<file path="config.mk">
export PLATFORM = sky130hd
export DESIGN_NAME = im_fetch
export DESIGN_NICKNAME = d
export VERILOG_FILES = /design/src/rtl/im_pkg.sv /design/src/rtl/im_array.sv /design/src/rtl/im_fetch.sv
export SDC_FILE = /design/constraint.sdc
export NUM_CORES = 2
export LEC_CHECK = 0
export BUFFER_PORTS_ARGS = -buffer_cell sky130_fd_sc_hd__buf_2
export CAP_MARGIN = 20
export CORE_ASPECT_RATIO = 1.5
export CORE_MARGIN = 2
export CORE_UTILIZATION = 65
export CTS_CLUSTER_SIZE = 20
export DETAILED_ROUTE_END_ITERATION = 12
export PLACE_DENSITY = 0.82
export SLEW_MARGIN = 10
export SYNTH_ARGS = -nofsm -noshare
export SYNTH_HDL_FRONTEND = slang
export SYNTH_SLANG_ARGS = --single-unit
</file>
<file path="constraint.sdc">
create_clock -name clk -period 5.94 [get_ports clk]
set_input_delay 1.188 -clock clk [delete_from_list [all_inputs] [get_ports clk]]
set_output_delay 1.188 -clock clk [all_outputs]
set_load 0.1 [all_outputs]
</file>
<file path="src/rtl/im_pkg.sv">
// Shared types, constants and the fetch fault check
// for the instruction memory fetch block.
package im_pkg;

   typedef enum logic [1:0] {
      IDLE = 2'd0,
      WAIT = 2'd1,
      RESP = 2'd2
   } state_t;

   localparam logic [31:0] NOP = 32'h0000_0000;

   // A fetch faults when it is not word aligned or
   // when any address bit above the array range is set.
   function automatic logic fetch_fault(
      input logic [1:0] lsb,
      input logic       hi
   );
      return (lsb != 2'b00) || hi;
   endfunction

endpackage

</file>
<file path="src/rtl/im_array.sv">
// DEPTH x 32 word array: one synchronous write port,
// one combinational read port.
module im_array #(
   parameter int DEPTH = 64
) (
   input  logic                     clk,
   input  logic                     we,
   input  logic [$clog2(DEPTH)-1:0] waddr,
   input  logic [31:0]              wdata,
   input  logic [$clog2(DEPTH)-1:0] raddr,
   output logic [31:0]              rdata
);

   logic [31:0] mem [DEPTH] = '{default: '0};

   // Load-port write; contents are never cleared by reset.
   always_ff @(posedge clk) begin
      if (we) begin
         mem[waddr] <= wdata;
      end
   end

   assign rdata = mem[raddr];

endmodule

</file>
<file path="src/rtl/im_fetch.sv">
// Instruction memory with req/valid fetch handshake,
// configurable wait states and a program-load port.
module im_fetch import im_pkg::*; #(
   parameter int          ADDR_W      = 32,
   parameter int          DEPTH       = 64,
   parameter int          WAIT_STATES = 0,
   parameter logic [31:0] FAULT_WORD  = NOP
) (
   input  logic                     clk,
   input  logic                     rst,
   input  logic                     req,
   input  logic [ADDR_W-1:0]        addr,
   output logic                     ready,
   output logic                     valid,
   output logic [31:0]              data,
   output logic                     fault,
   input  logic                     prog_we,
   input  logic [$clog2(DEPTH)-1:0] prog_addr,
   input  logic [31:0]              prog_data
);

   localparam int IDX_W = $clog2(DEPTH);
   localparam logic [3:0] WS_INIT =
      4'((WAIT_STATES > 0) ? WAIT_STATES - 1 : 0);
   localparam state_t GO =
      (WAIT_STATES > 0) ? WAIT : RESP;

   state_t      state;
   state_t      nxt;
   logic [3:0]  cnt;
   logic        acc;
   logic        hi;
   logic        flt;
   logic [31:0] rd_data;
   logic [31:0] hold_data;
   logic        hold_fault;
   logic [31:0] last_data;

   if (ADDR_W > IDX_W + 2) begin : g_hi
      assign hi = |addr[ADDR_W-1:IDX_W+2];
   end else begin : g_nohi
      assign hi = 1'b0;
   end

   assign flt   = fetch_fault(addr[1:0], hi);
   assign ready = (state != WAIT);
   assign valid = (state == RESP);
   assign acc   = req && (state != WAIT);
   assign data  = valid ? hold_data : last_data;
   assign fault = valid && hold_fault;

   im_array #(
      .DEPTH(DEPTH)
   ) u_array (
      .clk   (clk),
      .we    (prog_we),
      .waddr (prog_addr),
      .wdata (prog_data),
      .raddr (addr[IDX_W+1:2]),
      .rdata (rd_data)
   );

   // State register and wait-state down counter.
   always_ff @(posedge clk or posedge rst) begin
      if (rst) begin
         state <= IDLE;
         cnt   <= '0;
      end else begin
         state <= nxt;
         if (acc && (WAIT_STATES > 0)) begin
            cnt <= WS_INIT;
         end else if (state == WAIT && cnt != 4'd0) begin
            cnt <= cnt - 4'd1;
         end
      end
   end

   // Next-state: accepts from IDLE or RESP, WAIT drains counter.
   always_comb begin
      nxt = state;
      unique case (state)
         IDLE: if (acc) nxt = GO;
         WAIT: if (cnt == 4'd0) nxt = RESP;
         RESP: nxt = acc ? GO : IDLE;
         default: nxt = IDLE;
      endcase
   end

   // Capture the fetch on accept (read-first vs. load port);
   // remember the last response so data holds between valids.
   always_ff @(posedge clk or posedge rst) begin
      if (rst) begin
         hold_data  <= FAULT_WORD;
         hold_fault <= 1'b0;
         last_data  <= FAULT_WORD;
      end else begin
         if (acc) begin
            hold_data  <= flt ? FAULT_WORD : rd_data;
            hold_fault <= flt;
         end
         if (valid) begin
            last_data <= hold_data;
         end
      end
   end

endmodule

</file>
==> impl_metrics.tcl <==
set metrics [dict create \
    outcome "finished clean" \
    synth-edff-count 2048 \
    cts_tree "yes" \
    dieArea_sq_mm 0.127 \
    grt_pass1_vias 43600 \
    drt-total-wl_um 241000 \
    finalSetupTns_ps 0 \
    grt_pass1_wl_um 326000 \
    routedWlPerCell_um 43.0 \
    cts_setup_buffers 0 \
    timing.critical_path.buf_inv 3 \
    clock.fmax_mhz 249 \
    dp.cells 5221 \
    synth-xor-area-share_pct 0 \
    syn_area_sq_mm 0.0808 \
    crit_fanout 86 \
    yosysUniqueCellTypes 65 \
    syn_nets 3654 \
    drv_cap 0 \
    final_common_cell "edfxtp_1" \
    synth_top_family_by_area "multiplexers" \
    routabilityCongestion 0.874 \
    arrival_ps 4780 \
    fp-row-count 158 \
    worstPathCellList "buf_8, buf_4, nor2_1, buf_4, a221oi_1, a22oi_1, o21ai_0, a2bb2oi_1" \
    final_cell_mix "2048 x edfxtp_1, 516 x mux4_2, 185 x clkbuf_16" \
    viasPerCell 7.84 \
    grt_max_degree 96 \
    setup_viol_count_final 0 \
    worst_pin_slew_ps 1260 \
    p_sw_mw 6.42 \
    finalHoldViolations 0 \
    rsz0062_at_grt "false" \
    leakage_nw 28.7 \
    use_met2_pct 58.6 \
    grtUsageMet1_pct 45.1 \
    worst_slack_ps 1920 \
    hold_class "input pin to asynchronous set/reset pin" \
    grt_busiest_layer "met2" \
    final_max_slew_viol_count 0 \
    synth_adder_area_share_pct 0 \
    p_int_mw 23.4 \
    muxShareOfSynthArea_pct 16.0 \
    cts-htree-levels 4 \
    cp.required_ps 6700 \
    dpl.hpwl_um 124000 \
    initial_utilization_pct 65.4 \
    clkPwrFrac_pct 39.7 \
    yosys_warnings 0 \
    synth-simple-area-share_pct 2.11 \
    cts_buffer_depth 3 \
    fp.dieW_um 292 \
    startpoint_type "input pin" \
    syn_area_per_cell_sq_um 22.6 \
    numCtsBuffers 178 \
    drive_above_1_share_pct 29.5 \
    ios 109 \
    stdcell_count 5589 \
    syn_inst 3580 \
    crit_family "compound AO/OA/AOI/OAI gates" \
    ir_drop_uv 311 \
    worst_path_largest_cell_delay_ps 840 \
    fin_util_pct 73.1 \
    gr-total-overflow 0 \
    crit_top_cell "buf_4" \
    grt_usage_pct 37.3 \
    use_met3_pct 9.93 \
    slowest_stage "a221oi_1" \
    power_density_mw_per_mm2 330 \
    drc 0 \
    place_ws_ps 1400 \
    p_comb_share_pct 5.1 \
    drt_iter0_markers 7843 \
    finalCritPeriodShare_pct 67.7 \
    async_flop_share_pct 3.12 \
    clk_pin_slew_ps 70 \
    clk_latency_ps 850 \
    synth_ff_type "edfxtp_1" \
    grt_antenna_before_repair 21 \
    cp-end-kind "flip-flop" \
    fin_skew_ps 47.0 \
    vias 43800 \
    final_antenna_net_count 0 \
    min_period_ps 4020 \
    cts_resized 0 \
    port-buffer-count 107 \
    swShare_pct 21.5 \
    ys_seq_elements 2114 \
    cts_sinks 2114 \
    cts_root_buf "clkbuf_16" \
    synth_seq_area_share_pct 78.2 \
    synth-compound-area-share_pct 2.34 \
    postCtsHoldBufs 0 \
    die_y_um 436 \
    core_sq_mm 0.124 \
    relSlewSlack_pct 15.3 \
    nets 3900 \
    crit_type "input pin to flip-flop" \
    first_pass_iters 6 \
    area_growth_pct 11.9 \
    p_seq_share_pct 55.3 \
]
==> worst reg2reg max path: stages (launching register included) <==
cell and delay, ps:
edfxtp_1 420, mux4_2 470, and2_1 180, a2111oi_0 810
nor4_1 220, a2111o_1 460
==> registers in the layout, summed over array words and instances, names as in the netlist <==
register / flops
state: 1
last_data: 32
hold_fault: 1
hold_data: 32
u_array.mem: 2048
==> final cells by class <==
| cell class | instances | area (sq um) |
|---|---|---|
| clock inverter | 106 | 973 |
| tap | 1600 | 2000 |
| multi-input combinational | 1257 | 17100 |
| timing repair buffer | 263 | 2260 |
| fill | 6108 | 33200 |
| antenna | 12 | 30.0 |
| inverter | 12 | 48.8 |
| clock buffer | 225 | 4820 |
| sequential | 2114 | 63200 |
==> power groups by stage <==
stage | logic (mW) | registers [mW] | clock network, mW
2_1_floorplan | 0.789 | 16.8 | 0
3_3_place_gp | 1.34 | 16.8 | 0
3_5_place_dp | 1.38 | 16.8 | 0
4_1_cts | 1.42 | 16.5 | 11.8
5_1_grt | 1.55 | 16.5 | 12.3
6_report | 1.52 | 16.5 | 11.8
==> through the flow <==
stage / hold slack [ps] / total power [mW] / cell area [sq um]
after global placement: 479 / 18.1 / 83900
final: 497 / 29.8 / 90300
after detailed placement: 474 / 18.2 / 84000
after floorplan: 449 / 17.6 / 80800
after global routing: 498 / 30.3 / 90300
after CTS: 470 / 29.7 / 89800
==> cells in the mapped netlist (all sizes together), types with 9 or more instances <==
cell type	number	area [sq um]
mux2	55	619
buf	116	727
a41oi	11	96.3
nand2	129	484
o22a	12	105
nand3	46	230
edfxtp	2048	61500
a221oi	13	114
a211oi	23	173
o211ai	9	67.6
nor4	19	119
nor3	9	45.0
o21ai	27	135
inv	12	45.0
nor2b	32	200
mux4	519	11700
a32oi	10	87.6
clkbuf	81	304
a22oi	49	368
o22ai	22	138
a21oi	26	130
nand2b	9	56.3
nor2	90	338
mux2i	61	611
dfrtp	66	1650
a2111oi	11	96.3
==> logic make-up after synthesis <==
family / Yosys count
simple gates: 367
mux: 635
buf+inv: 209
flops: 2114
compound gates: 254
other cells: 1
==> metal layers <==
metal	wire (um)	vias to the layer above
met5	76	-
met4	21200	12
met3	32500	1199
met2	116000	4841
met1	71200	22100
li1	-	15700
==> worst paths after layout <==
check	from	endpoint	slack [ps]	cells after the start
max	addr[3]	hold_data[16]$_DFFE_PP0P_	1920	8
min	rst	last_data[13]$_DFF_PP0_	500	2
max reg2reg	u_array.mem[11][29]$_DFFE_PP_	hold_data[29]$_DFFE_PP0P_	3260	5
min reg2reg	last_data[17]$_DFF_PP0_	last_data[17]$_DFF_PP0_	500	1
max in group asynchronous	rst	state[1]$_DFFE_PP0P_	4160	3
min in group clk	last_data[17]$_DFF_PP0_	last_data[17]$_DFF_PP0_	500	1
No activity file was read; power rests on OpenSTA's default activity.
